## src/rtl/id2ex_pipe_reg_pkg.sv

```systemverilog
// Shared constants for the ID/EX pipeline register: control-bit positions and default widths.
package id2ex_pkg;
  localparam int WB_REGWRITE  = 1;
  localparam int WB_MEMTOREG  = 0;
  localparam int M_BRANCH     = 2;
  localparam int M_MEMREAD    = 1;
  localparam int M_MEMWRITE   = 0;
  localparam int EX_REGDST    = 3;
  localparam int EX_ALUSRC    = 2;
  localparam int EX_ALUOP_LSB = 0;

  localparam int DATA_W_DEF = 32;
  localparam int REG_AW_DEF = 5;
  localparam int WB_W_DEF   = 2;
  localparam int M_W_DEF    = 3;
  localparam int EX_W_DEF   = 4;
  localparam int CNT_W_DEF  = 16;
endpackage

```

## src/rtl/id2ex_pipe_reg_if.sv

```systemverilog
// ID-to-EX bundle: ID-side controls/operands in, registered EX-side copies, hazard and counters out.
interface id2ex_pipe_reg_if
  import id2ex_pkg::*;
#(
  parameter int DATA_W = DATA_W_DEF,
  parameter int REG_AW = REG_AW_DEF,
  parameter int WB_W   = WB_W_DEF,
  parameter int M_W    = M_W_DEF,
  parameter int EX_W   = EX_W_DEF,
  parameter int CNT_W  = CNT_W_DEF
);
  logic              valid_i;
  logic              stall_i;
  logic              flush_i;
  logic [WB_W-1:0]   WB;
  logic [M_W-1:0]    M;
  logic [EX_W-1:0]   EX;
  logic [REG_AW-1:0] RD1, RD2, RS_addr, RT_addr;
  logic [DATA_W-1:0] RS, RT, Immediately;

  logic              valid_o;
  logic [WB_W-1:0]   WB_o;
  logic [M_W-1:0]    M_o;
  logic [EX_W-1:0]   EX_o;
  logic [REG_AW-1:0] RD1_o, RD2_o, RS_addr_o, RT_addr_o;
  logic [DATA_W-1:0] RS_o, RT_o, Immediately_o;
  logic              hazard_stall_o;
  logic [CNT_W-1:0]  instr_cnt_o;
  logic [CNT_W-1:0]  bubble_cnt_o;

  modport master (
    output valid_i, stall_i, flush_i, WB, M, EX, RD1, RD2, RS_addr, RT_addr, RS, RT, Immediately,
    input  valid_o, WB_o, M_o, EX_o, RD1_o, RD2_o, RS_addr_o, RT_addr_o, RS_o, RT_o, Immediately_o,
    input  hazard_stall_o, instr_cnt_o, bubble_cnt_o
  );

  modport slave (
    input  valid_i, stall_i, flush_i, WB, M, EX, RD1, RD2, RS_addr, RT_addr, RS, RT, Immediately,
    output valid_o, WB_o, M_o, EX_o, RD1_o, RD2_o, RS_addr_o, RT_addr_o, RS_o, RT_o, Immediately_o,
    output hazard_stall_o, instr_cnt_o, bubble_cnt_o
  );
endinterface

```

## src/rtl/id2ex_pipe_reg_sat_counter.sv

```systemverilog
// Saturating up-counter: synchronous active-low clear, sticks at all-ones instead of wrapping.
module sat_counter #(
  parameter int W = 16
) (
  input  logic         clk,
  input  logic         rst_n,
  input  logic         inc,
  output logic [W-1:0] count
);
  always_ff @(posedge clk) begin
    if (!rst_n)
      count <= '0;
    else if (inc && (count != '1))
      count <= count + 1'b1;
  end
endmodule

```

## src/rtl/id2ex_pipe_reg.sv

```systemverilog
// ID/EX pipeline register with stall-hold, flush-to-bubble and a load-use bubble inserter.
// One-cycle load latency; hazard_stall_o is combinational and freezes PC and IF/ID.
module id2ex_pipe_reg
  import id2ex_pkg::*;
#(
  parameter int DATA_W    = DATA_W_DEF,
  parameter int REG_AW    = REG_AW_DEF,
  parameter int WB_W      = WB_W_DEF,
  parameter int M_W       = M_W_DEF,
  parameter int EX_W      = EX_W_DEF,
  parameter int CNT_W     = CNT_W_DEF,
  parameter int HAZARD_EN = 1
) (
  input logic             clk,
  input logic             rst_n,
  id2ex_pipe_reg_if.slave bus
);
  logic hz;
  logic bubble;
  logic load;

  // A load in EX whose destination is read by the instruction sitting in ID.
  assign hz = (HAZARD_EN != 0) && bus.valid_o && bus.M_o[M_MEMREAD] &&
              (bus.RT_addr_o != '0) && bus.valid_i &&
              ((bus.RT_addr_o == bus.RS_addr) || (bus.RT_addr_o == bus.RT_addr));

  assign bus.hazard_stall_o = hz && !bus.flush_i;

  assign bubble = bus.flush_i || (!bus.stall_i && hz);
  assign load   = !bus.flush_i && !bus.stall_i && !hz;

  always_ff @(posedge clk) begin
    if (!rst_n || bubble) begin
      bus.valid_o       <= 1'b0;
      bus.WB_o          <= '0;
      bus.M_o           <= '0;
      bus.EX_o          <= '0;
      bus.RD1_o         <= '0;
      bus.RD2_o         <= '0;
      bus.RS_addr_o     <= '0;
      bus.RT_addr_o     <= '0;
      bus.RS_o          <= '0;
      bus.RT_o          <= '0;
      bus.Immediately_o <= '0;
    end else if (load) begin
      bus.valid_o       <= bus.valid_i;
      // An empty slot still carries its fields but must not write regs or memory.
      bus.WB_o          <= bus.valid_i ? bus.WB : '0;
      bus.M_o           <= bus.valid_i ? bus.M  : '0;
      bus.EX_o          <= bus.EX;
      bus.RD1_o         <= bus.RD1;
      bus.RD2_o         <= bus.RD2;
      bus.RS_addr_o     <= bus.RS_addr;
      bus.RT_addr_o     <= bus.RT_addr;
      bus.RS_o          <= bus.RS;
      bus.RT_o          <= bus.RT;
      bus.Immediately_o <= bus.Immediately;
    end
  end

  sat_counter #(.W(CNT_W)) u_instr_cnt (
    .clk   (clk),
    .rst_n (rst_n),
    .inc   (load && bus.valid_i),
    .count (bus.instr_cnt_o)
  );

  sat_counter #(.W(CNT_W)) u_bubble_cnt (
    .clk   (clk),
    .rst_n (rst_n),
    .inc   (bubble),
    .count (bus.bubble_cnt_o)
  );
endmodule

```

## src/flat_wrapper.sv

```systemverilog
// flat-port wrapper written by rule: the top's interface ports become plain ports
module id2ex_pipe_reg_flat import id2ex_pkg::*;
#(
  parameter int DATA_W    = DATA_W_DEF,
  parameter int REG_AW    = REG_AW_DEF,
  parameter int WB_W      = WB_W_DEF,
  parameter int M_W       = M_W_DEF,
  parameter int EX_W      = EX_W_DEF,
  parameter int CNT_W     = CNT_W_DEF,
  parameter int HAZARD_EN = 1
)
  (clk, rst_n, bus_valid_i, bus_stall_i, bus_flush_i, bus_WB, bus_M, bus_EX, bus_RD1, bus_RD2, bus_RS_addr, bus_RT_addr, bus_RS, bus_RT, bus_Immediately, bus_valid_o, bus_WB_o, bus_M_o, bus_EX_o, bus_RD1_o, bus_RD2_o, bus_RS_addr_o, bus_RT_addr_o, bus_RS_o, bus_RT_o, bus_Immediately_o, bus_hazard_stall_o, bus_instr_cnt_o, bus_bubble_cnt_o);
  id2ex_pipe_reg_if #(.DATA_W(DATA_W), .REG_AW(REG_AW), .WB_W(WB_W), .M_W(M_W), .EX_W(EX_W), .CNT_W(CNT_W)) bus_i ();
  input logic clk;
  input logic rst_n;
  input wire logic [$bits(bus_i.valid_i)-1:0] bus_valid_i;
  input wire logic [$bits(bus_i.stall_i)-1:0] bus_stall_i;
  input wire logic [$bits(bus_i.flush_i)-1:0] bus_flush_i;
  input wire logic [$bits(bus_i.WB)-1:0] bus_WB;
  input wire logic [$bits(bus_i.M)-1:0] bus_M;
  input wire logic [$bits(bus_i.EX)-1:0] bus_EX;
  input wire logic [$bits(bus_i.RD1)-1:0] bus_RD1;
  input wire logic [$bits(bus_i.RD2)-1:0] bus_RD2;
  input wire logic [$bits(bus_i.RS_addr)-1:0] bus_RS_addr;
  input wire logic [$bits(bus_i.RT_addr)-1:0] bus_RT_addr;
  input wire logic [$bits(bus_i.RS)-1:0] bus_RS;
  input wire logic [$bits(bus_i.RT)-1:0] bus_RT;
  input wire logic [$bits(bus_i.Immediately)-1:0] bus_Immediately;
  output wire logic [$bits(bus_i.valid_o)-1:0] bus_valid_o;
  output wire logic [$bits(bus_i.WB_o)-1:0] bus_WB_o;
  output wire logic [$bits(bus_i.M_o)-1:0] bus_M_o;
  output wire logic [$bits(bus_i.EX_o)-1:0] bus_EX_o;
  output wire logic [$bits(bus_i.RD1_o)-1:0] bus_RD1_o;
  output wire logic [$bits(bus_i.RD2_o)-1:0] bus_RD2_o;
  output wire logic [$bits(bus_i.RS_addr_o)-1:0] bus_RS_addr_o;
  output wire logic [$bits(bus_i.RT_addr_o)-1:0] bus_RT_addr_o;
  output wire logic [$bits(bus_i.RS_o)-1:0] bus_RS_o;
  output wire logic [$bits(bus_i.RT_o)-1:0] bus_RT_o;
  output wire logic [$bits(bus_i.Immediately_o)-1:0] bus_Immediately_o;
  output wire logic [$bits(bus_i.hazard_stall_o)-1:0] bus_hazard_stall_o;
  output wire logic [$bits(bus_i.instr_cnt_o)-1:0] bus_instr_cnt_o;
  output wire logic [$bits(bus_i.bubble_cnt_o)-1:0] bus_bubble_cnt_o;
  assign bus_i.valid_i = bus_valid_i;
  assign bus_i.stall_i = bus_stall_i;
  assign bus_i.flush_i = bus_flush_i;
  assign bus_i.WB = bus_WB;
  assign bus_i.M = bus_M;
  assign bus_i.EX = bus_EX;
  assign bus_i.RD1 = bus_RD1;
  assign bus_i.RD2 = bus_RD2;
  assign bus_i.RS_addr = bus_RS_addr;
  assign bus_i.RT_addr = bus_RT_addr;
  assign bus_i.RS = bus_RS;
  assign bus_i.RT = bus_RT;
  assign bus_i.Immediately = bus_Immediately;
  assign bus_valid_o = bus_i.valid_o;
  assign bus_WB_o = bus_i.WB_o;
  assign bus_M_o = bus_i.M_o;
  assign bus_EX_o = bus_i.EX_o;
  assign bus_RD1_o = bus_i.RD1_o;
  assign bus_RD2_o = bus_i.RD2_o;
  assign bus_RS_addr_o = bus_i.RS_addr_o;
  assign bus_RT_addr_o = bus_i.RT_addr_o;
  assign bus_RS_o = bus_i.RS_o;
  assign bus_RT_o = bus_i.RT_o;
  assign bus_Immediately_o = bus_i.Immediately_o;
  assign bus_hazard_stall_o = bus_i.hazard_stall_o;
  assign bus_instr_cnt_o = bus_i.instr_cnt_o;
  assign bus_bubble_cnt_o = bus_i.bubble_cnt_o;
  id2ex_pipe_reg #(.DATA_W(DATA_W), .REG_AW(REG_AW), .WB_W(WB_W), .M_W(M_W), .EX_W(EX_W), .CNT_W(CNT_W), .HAZARD_EN(HAZARD_EN)) u_core (.clk(clk), .rst_n(rst_n), .bus(bus_i));
endmodule
```

## config.mk

```make
export PLATFORM = sky130hd
export DESIGN_NAME = id2ex_pipe_reg_flat
export DESIGN_NICKNAME = d
export VERILOG_FILES = /design/src/rtl/id2ex_pipe_reg_pkg.sv /design/src/rtl/id2ex_pipe_reg_if.sv /design/src/rtl/id2ex_pipe_reg_sat_counter.sv /design/src/rtl/id2ex_pipe_reg.sv /design/src/flat_wrapper.sv
export SDC_FILE = /design/constraint.sdc
export NUM_CORES = 1
export LEC_CHECK = 0
export ABC_AREA = 1
export BUFFER_PORTS_ARGS = -buffer_cell sky130_fd_sc_hd__buf_2
export CAP_MARGIN = 25
export CORE_ASPECT_RATIO = 2
export CORE_UTILIZATION = 48
export CTS_CLUSTER_SIZE = 20
export DETAILED_ROUTE_END_ITERATION = 16
export PLACE_DENSITY_LB_ADDON = 0.15
export RECOVER_POWER = 100
export SLEW_MARGIN = 20
export SYNTH_ARGS = -nofsm -noshare
export SYNTH_HDL_FRONTEND = slang
export SYNTH_HIERARCHICAL = 1
export SYNTH_SLANG_ARGS = --single-unit
```

## constraint.sdc

```tcl
create_clock -name clk -period 2.6 [get_ports clk]
set_input_delay 0.52 -clock clk [delete_from_list [all_inputs] [get_ports clk]]
set_output_delay 0.52 -clock clk [all_outputs]
set_load 0.01 [all_outputs]
```

Yosys cells after proc, flatten, opt, wreduce, memory -nomap -nowiden
Cells that the tools add are included.
{"block": "op_classes", "n_reduce_logical": 19, "add_sub_neg": 2, "n_mux": 2, "n_eq_ne": 4}
{"op": "$add A16 B1 Y16 const B", "n": 2}
{"op": "$ne A16 B16 Y1 const B", "n": 2}
{"op": "$logic_and A1 B1 Y1", "n": 11}
{"op": "$eq A5 B5 Y1", "n": 2}
{"op": "$reduce_bool A5 Y1", "n": 1}
{"op": "$logic_not A1 Y1", "n": 4}
{"op": "$logic_or A1 B1 Y1", "n": 3}
{"op": "$mux W3", "n": 1}
{"op": "$mux W2", "n": 1}
{"block": "word_totals", "register_bits": 158, "word_cells": 40}

Logic depth before layout (Yosys ltp)
Gate-level depths: netlist (run 1).
{"block": "logic_depth", "depth_word": 8, "depth_mapped": 19}

Modules after synthesis
Netlist (run 1), hierarchy kept.
{"mod": "id2ex_pipe_reg", "instances": 1, "area_each_um2": 4947.2, "cells_per_inst": 627}
{"mod": "sat_counter", "instances": 2, "area_each_um2": 996.0, "cells_per_inst": 149}

Worst setup path before layout (run 1)
No wires, ideal clock.
{"block": "synth_path", "path_kind": "in2reg", "from": "input bus_RT_addr[0]", "to": "register u_core.u_instr_cnt.count[13]", "cell_stages": 18, "slack_ps": 461, "arrival_ps": 2024, "path_cell_list": "nand2_1 clkinv_1 nor2_1 nor2_1 nand3_1 nand2_2 nand2_4 buf_6 buf_8 nand3_1 inv_1 buf_4 nand3_1 or2_0 nor2_1 nand3_1 nand2_1 nor2_1"}
{"block": "synth_between", "elab_chain_len": 7}
{"element": "start: declaration", "line": "flat_wrapper.sv:25", "text": "input wire logic [$bits(bus_i.RT_addr)-1:0] bus_RT_addr;"}
{"element": "$eq A5 B5 Y1", "line": "id2ex_pipe_reg.sv:25", "text": "((bus.RT_addr_o == bus.RS_addr) || (bus.RT_addr_o == bus.RT_addr));"}
{"element": "$logic_or A1 B1 Y1", "line": "id2ex_pipe_reg.sv:25"}
{"element": "$logic_and A1 B1 Y1", "line": "id2ex_pipe_reg.sv:24", "text": "(bus.RT_addr_o != '0) && bus.valid_i &&"}
{"element": "$logic_not A1 Y1", "line": "id2ex_pipe_reg.sv:30", "text": "assign load = !bus.flush_i && !bus.stall_i && !hz;"}
{"element": "$logic_and A1 B1 Y1", "line": "id2ex_pipe_reg.sv:30"}
{"element": "$logic_and A1 B1 Y1", "line": "id2ex_pipe_reg.sv:64", "text": ".inc (load && bus.valid_i),"}
{"element": "$logic_and A1 B1 Y1", "line": "id2ex_pipe_reg_sat_counter.sv:13", "text": "else if (inc && (count != '1))"}
{"element": "end signal: assignment", "line": "id2ex_pipe_reg_sat_counter.sv:14", "text": "count <= count + 1'b1;"}
{"element": "end: declaration", "line": "id2ex_pipe_reg_sat_counter.sv:8", "text": "output logic [W-1:0] count"}
No other way between the ends.
A chain may end at the register's enable or synchronous reset.

Final worst setup path (run 1)
{"block": "layout_path", "from": "register u_core.bus.RT_addr_o[1]", "to": "output bus_hazard_stall_o"}
{"block": "layout_between", "elab_chain_len": 5, "word_cells_on_any_way": 8, "classes_between": "eq/ne: 2; reduce/logical: 6"}
{"element": "start: declaration", "line": "id2ex_pipe_reg_if.sv:39", "text": "output valid_o, WB_o, M_o, EX_o, RD1_o, RD2_o, RS_addr_o, RT_addr_o, RS_o, RT_o, Immediately_o,"}
{"element": "start signal: assignment", "line": "id2ex_pipe_reg.sv:54", "text": "bus.RT_addr_o <= bus.RT_addr;"}
{"element": "$reduce_bool A5 Y1", "line": "id2ex_pipe_reg.sv:24"}
{"element": "$logic_and A1 B1 Y1", "line": "id2ex_pipe_reg.sv:23", "text": "assign hz = (HAZARD_EN != 0) && bus.valid_o && bus.M_o[M_MEMREAD] &&"}
{"element": "$logic_and A1 B1 Y1", "line": "id2ex_pipe_reg.sv:24"}
{"element": "$logic_and A1 B1 Y1 (*)", "line": "id2ex_pipe_reg.sv:24"}
{"element": "$logic_and A1 B1 Y1 (*)", "line": "id2ex_pipe_reg.sv:27", "text": "assign bus.hazard_stall_o = hz && !bus.flush_i;"}
{"element": "end: declaration", "line": "flat_wrapper.sv:40", "text": "output wire logic [$bits(bus_i.hazard_stall_o)-1:0] bus_hazard_stall_o;"}
Mark *: on every way between the ends. The rest lies on a longest branch, timed or not.

==> impl_results.md, run 1 <==
- RSZ-0062 raised after global routing: no
- Static leakage power: 0.003477 uW
- Postcts setup bufs: 0
- Core Rows: 61
- IO Count: 289
- Initial antenna violation count: 0
- Starting Density: 49.41%
- Syn_nets: 1057
- Clock Skews: 0.007775 ns
- Max FO, Critical Path: 5
- Internal power: 4389 uW
- Fillers: 1442
- Peak VDD IR: 0.4885 mV
- Post-synthesis average cell area: 7.502 um2
- First-pass GRT wire length: 31080 um
- Clock Tree Buf Depth: 2
- Crit-path most repeated cell: nand2_1
- Routed vias: 7087
- Drt total wl: 20160 um
- Netlist Area Pre-Place: 6939 um2
- Clock root buffer: clkbuf_16
- Critical-path top delay cell: dfxtp_1
- IO Port Bufs: 288
- Layout cells sized above 1: 17.47%
- Antenna diodes: 0
- Final period util: 89.44%
- Setup TNS: 0 ns
- Hold WC Path Type: primary input to register
- Crit-path max cell delay: 0.45 ns
- CTS Hold Bufs: 0
- Fin. Hold Viols: 0
- Status: finished, final reports clean
- H-tree Lvls: 4
- Net Sw Frac: 22.57%
- Crit end category: output pin
- Vias/cell: 5.117
- Die Width: 87.02 um
- Vias in the first global route: 6577
- Worst skew pair latency: 0.42 ns
- CP Cell Sequence: inv_2 > nand2_1 > nand2_1 > nor2_1 > nand3_1 > nand2_1 > nand2_1 > nor2_1 > clkbuf_1
- Multi-input logic area: 3163 um2
- Switching pwr: 1280 uW
- Flop pwr share: 44.0%
- Cts bufs inserted: 17
- Syn Inst Count: 925
- Fin. max-slew vios: 0
- Initial DRC count: 312
- Post-CTS Resized: 0
- Pwr Total: 5669 uW
- WL per Instance: 14.56 um
- First-pass DRT Iterations: 4
- Placer Congestion: 0.8740
- Flip-flop and latch area: 3163 um2
- Antenna viol nets, final: 0
- Grt ovf: 0
- TritonCTS clock tree: yes
- Clock transition at path regs: 0.07 ns
- Slew margin rel.: 60.03%
- Critical Path RT: 2.08 ns
- Largest net degree at the start of global routing: 127
- Final setup viols: 0
- CP Launch Type: register
- All-layer global routing usage: 26.65%
- Minimum clock period after layout: 2.326 ns
- Synth cell types: 29
- Commonest non-fill, non-tap cell in the layout: nand2_1
- Yosys warning total: 6
- CTS Sinks: 158
- Arrival time at the worst endpoint: 1.81 ns
- Post-route DRC: 0
- Clk pwr share: 48.5%
- Core ar.: 14040 um2
- Logic pwr share: 7.5%
- Pwr dens: 649.2 nW/um2
- Most frequent cells in the layout: 240 x nand2_1, 161 x clkbuf_1, 158 x dfxtp_1
- Die ar.: 14970 um2
- Synth Register Bits: 158
- Fmax: 0.4300 GHz
- DP HPWL: 14090 um
- Fin nets: 1316
- Crit Path Category: register to output pin
- Post-synthesis sequential area ratio: 45.58%
- Syn-to-layout area delta: 25.84%
- Die height: 172.0 um
- Max-cap viol count: 0
- Worst Max-Slew Pin Slew: 0.5996 ns
==> layer usage <==
| metal | routed length, um | GRT usage [%] | vias to the layer above |
|---|---|---|---|
| met5 | 0 | 0 | - |
| met2 | 10800 | 48.99 | 253 |
| li1 | - | - | 3533 |
| met1 | 7463 | 27.65 | 3240 |
| met4 | 768 | 13.62 | 0 |
| met3 | 1126 | 5.967 | 61 |
==> Yosys cell counts <==
| cell type | n | area [um2] |
|---|---|---|
| nor2_8 | 2 | 40.04 |
| xnor2_1 | 2 | 17.52 |
| o21bai_1 | 1 | 7.510 |
| nand2_4 | 6 | 67.56 |
| buf_4 | 7 | 52.55 |
| nand3_2 | 12 | 120.1 |
| inv_2 | 3 | 11.26 |
| a21oi_1 | 140 | 700.7 |
| nand4_2 | 2 | 25.02 |
| buf_6 | 7 | 78.83 |
| buf_8 | 1 | 15.01 |
| clkinv_1 | 1 | 3.750 |
| nor2_2 | 14 | 87.58 |
| clkbuf_1 | 2 | 7.510 |
| inv_1 | 36 | 135.1 |
| clkbuf_8 | 2 | 27.53 |
| or2_0 | 2 | 12.51 |
| buf_12 | 2 | 40.04 |
| nor2_1 | 77 | 289.0 |
| ha_1 | 2 | 25.02 |
| buf_1 | 7 | 26.28 |
| buf_2 | 31 | 155.2 |
| dfxtp_1 | 158 | 3163 |
| nand2_1 | 238 | 893.4 |
| nand4_1 | 5 | 31.28 |
| nand2_2 | 9 | 56.30 |
| nand3_1 | 143 | 715.7 |
| nor2_4 | 11 | 123.9 |
| nor3_1 | 2 | 10.01 |
==> through the flow <==
stage          setup slack (ns)  utilization [%]  cell area [um2]  cells  hold WS [ns]
3_3_place_gp             0.3133            59.49             8354   1354        0.4449
6_report                 0.2745            62.18             8732   1385        0.3554
3_5_place_dp             0.2703            59.49             8354   1354        0.4486
2_1_floorplan            0.4611                -             6939    925        0.4818
4_1_cts                  0.3430            64.09             9001   1385        0.3421
5_1_grt                  0.1252            62.18             8732   1385        0.3489
==> registers in the layout, indices dropped and copies added (netlist names), 2 cells and up <==
register,flops
u_core/u_instr_cnt/count,16
u_core/bus.RT_o,32
u_core/bus.WB_o,2
u_core/bus.RS_addr_o,5
u_core/bus.RS_o,32
u_core/bus.RD2_o,5
u_core/bus.Immediately_o,32
u_core/bus.EX_o,4
u_core/bus.M_o,3
u_core/bus.RT_addr_o,5
u_core/bus.RD1_o,5
u_core/u_bubble_cnt/count,16
==> area by class of cell <==
cell class                 count  area share (%)
timing repair buffer         299           15.72
clock inverter                10           2.135
clock buffer                  21           5.273
sequential                   158           36.22
multi-input combinational    668           36.22
inverter                      40           1.719
tap                          189           2.708
==> power by group through the flow <==
stage	Clock, uW	Combinational, uW	Sequential, uW
after floorplan	0	229	2570
after global placement	0	439	2550
after detailed placement	0	442	2550
after CTS	2790	444	2500
after global routing	2890	471	2500
final	2750	425	2500
==> worst paths after layout <==
kind	startpoint	end	slack (ns)	cells after the start
hold / removal	bus_RS[6]	u_core/bus.RS_o[6]	0.36	3
setup reg to reg	u_core/bus.RT_addr_o[0]	u_core/bus.RS_o[29]	0.32	10
setup / recovery	u_core/bus.RT_addr_o[1]	bus_hazard_stall_o	0.27	9
hold reg to reg	u_core/bus.RD2_o[2]	u_core/bus.RD2_o[2]	0.46	2
==> logic make-up (layout without fill, tap and decap cells) <==
logic type / Yosys count / count (layout) / synth area share [%]
AND/OR/NAND/NOR: 523 / 523 / 35.63
flip-flops: 158 / 158 / 45.58
AO/OA/AOI/OAI: 141 / 141 / 10.21
buffers and inverters: 99 / 370 / 7.970
adder cells (fa/ha/maj): 2 / 2 / 0.3606
XOR/XNOR: 2 / 2 / 0.2525
==> critical path: cells and delay by family, from the launching register on <==
family,cells,cell delay [ns]
and+or+nand+nor,7,0.70
buffers and inverters,2,0.25
DFF,1,0.45
Note: power is estimated with default switching activity, not from simulation.
==> inputs of run 2 (changes only) <==
--- a/config.mk
+++ b/config.mk
@@ -12,2 +12,3 @@
 export CORE_UTILIZATION = 48
+export CTS_CLUSTER_DIAMETER = 30
 export CTS_CLUSTER_SIZE = 20
==> constraint.sdc (replaced) <==
create_clock -name clk -period 2.6 [get_ports clk]
set_input_delay 0 -clock clk [delete_from_list [all_inputs] [get_ports clk]]
set_output_delay 0 -clock clk [all_outputs]
set_load 0.01 [all_outputs]
==> impl_results.md, run 2 (synthesized netlist as in run 1, its figures left out) <==
- Status: finished, final reports clean
- Largest net degree at the start of global routing: 127 (unchanged)
- IO Port Bufs: 288 (unchanged)
- Grt ovf: 0 (unchanged)
- Routed vias: 7879 (+11%)
- Placer Congestion: 0.8926 (+2.1%)
- WL per Instance: 15.58 um (+7.0%)
- Crit Path Category: register to register
- TritonCTS clock tree: yes
- Die ar.: 14970 um2 (unchanged)
- Worst skew pair latency: 0.42 ns (about the same)
- Worst Max-Slew Pin Slew: 0.6825 ns (+0.08299 ns)
- CP Buf/Inv Count: 3 (+1)
- Max FO, Critical Path: 40 (+35)
- Arrival time at the worst endpoint: 2.57 ns (+0.76 ns)
- Clock Skews: 0.009948 ns (+0.002173 ns)
- Layout cells sized above 1: 15.46% (-2.0 points)
- Starting Density: 49.41% (unchanged)
- Worst path top cell family by delay: simple AND/OR/NAND/NOR gates
- Core Rows: 61 (unchanged)
- Fin nets: 1445 (+9.8%)
- Die Width: 87.02 um (unchanged)
- Final period util: 86.20% (-3.2 points)
- Clock transition at path regs: 0.07 ns (about the same)
- H-tree Lvls: 4 (unchanged)
- CTS Sinks: 158 (unchanged)
- IO Count: 289 (unchanged)
- Fmax: 0.4462 GHz (+3.8%)
- Initial antenna violation count: 0 (unchanged)
- Commonest non-fill, non-tap cell in the layout: nand2_1
- Post-route DRC: 0 (unchanged)
- Max-cap viol count: 0 (unchanged)
- Crit end category: register
- Vias in the first global route: 7716 (+17%)
- Drt total wl: 23610 um (+17%)
- Critical Path RT: 2.93 ns (+0.85 ns)
- Setup TNS: 0 ns (unchanged)
- Critical-path top delay cell: clkbuf_4
- Final setup viols: 0 (unchanged)
- CP Cell Sequence: inv_1 > nand4_1 > o21bai_1 > clkinv_1 > nand3_1 > nand3_4 > clkbuf_4 > a21oi_1
- Inst Count DP: 1351 (-0.22%)
- Fin. Hold Viols: 0 (unchanged)
- All-layer global routing usage: 31.20% (+4.6 points)
- First-pass DRT Iterations: 5 (+1)
- Die height: 172.0 um (unchanged)
- Postcts setup bufs: 0 (unchanged)
- Clock Tree Buf Depth: 2 (unchanged)
- Core ar.: 14040 um2 (unchanged)
- DP HPWL: 14230 um (+0.96%)
- CP Launch Type: register
- Top flop regs: u_core/bus.Immediately_o x32, u_core/bus.RS_o x32, u_core/bus.RT_o x32
- Most frequent cells in the layout: 241 x nand2_1, 161 x clkbuf_1, 158 x dfxtp_1
- First-pass GRT wire length: 36410 um (+17%)
- Fillers: 1228 (-15%)
- Minimum clock period after layout: 2.241 ns (-0.08441 ns)
- Crit-path max cell delay: 0.48 ns (+0.03 ns)
- Pwr dens: 557.0 nW/um2 (-14%)
- Antenna viol nets, final: 0 (unchanged)
- Peak VDD IR: 0.4942 mV (+1.2%)
- Slew margin rel.: 54.50% (-5.5 points)
- Initial DRC count: 378 (+21%)
- Vias/cell: 5.201 (+1.6%)
- Hold WC Path Type: primary input to register
- Fin. max-slew vios: 0 (unchanged)
- Antenna diodes: 0 (unchanged)
- RSZ-0062 raised after global routing: no
- Syn-to-layout area delta: 43.42%
- Clock root buffer: clkbuf_16
- Static leakage power: 0.003972 uW (+14%)
- Non-Filler Instances: 1515 (+9.4%)
- Cts bufs inserted: 17 (unchanged)
run 2: cell count changes in the layout (fill, tap and decap cells not counted), sizes merged:
cell         delta
dlygate4sd3   +132
clkbuf          -1
buf             -1
bufinv          -3
inv             -1
clkinv          +3
clkinvlp        +1
run 2: cell type report:
class / count / area, um2 / area share [%]
Sequential cell: 158 / 3163 / 31.78
Multi-Input combinational cell: 668 / 3158 / 31.73
Timing Repair Buffer: 428 / 2666 / 26.79
Clock buffer: 22 / 464.2 / 4.664
Tap cell: 189 / 236.5 / 2.376
Inverter: 40 / 150.1 / 1.509
Clock inverter: 10 / 113.9 / 1.144
run 2: through the flow:
step | util, % | hold slack, ns | cell area (um2) | total power [uW] | worst slack [ns]
4_1_cts | 72.94 | 0.0005536 | 10240 | 5572 | 0.5143
2_1_floorplan | - | 0.04753 | 6939 | 2797 | 0.5710
6_report | 70.87 | 0.01243 | 9952 | 5543 | 0.3589
5_1_grt | 70.87 | 0.05781 | 9952 | 5738 | 0.1739
3_3_place_gp | 59.42 | 0.2669 | 8344 | 2986 | 0.5935
3_5_place_dp | 59.42 | 0.2729 | 8344 | 2991 | 0.5490
run 2: power by group:
part | total [uW] | internal (uW) | switching (uW) | leakage (uW)
registers | 2500 | 2470 | 30.4 | 0.00128
clock network | 2450 | 1460 | 986 | 0.000272
logic | 598 | 297 | 301 | 0.00242
total | 5540 | 4230 | 1320 | 0.00397
run 2: repair_timing:
action                    CTS  global route
hold endpoints to repair  126             0
hold buffers              132             0
gates resized for setup     0             0
run 2: worst paths after layout:
| path | from | end | slack, ns | cells past startpoint |
|---|---|---|---|---|
| worst max-delay path | u_core/bus.RT_addr_o[0] | u_core/bus.Immediately_o[22] | 0.36 | 8 |
| worst min-delay path | bus_valid_i | u_core/bus.WB_o[1] | 0.01 | 5 |
| worst max register to register | u_core/bus.RT_addr_o[0] | u_core/bus.Immediately_o[22] | 0.36 | 8 |
| worst min register to register | u_core/bus.Immediately_o[29] | u_core/bus.Immediately_o[29] | 0.46 | 2 |
run 2: worst reg2reg max path, delay by kind of cell (launching register included):
family,cells,cell delay [ns]
AND/OR/NAND/NOR,3,0.70
buffers and inverters,3,0.67
AO/OA/AOI/OAI,2,0.44
flip-flops,1,0.35
run 2: layer usage:
metal | track usage, % | vias to the layer above | part of all wire [%]
met1 | 30.66 | 3607 | 35
li1 | - | 3795 | -
met5 | 0 | - | 0
met4 | 21.52 | 0 | 6.0
met3 | 7.924 | 104 | 6.1
met2 | 56.01 | 373 | 53
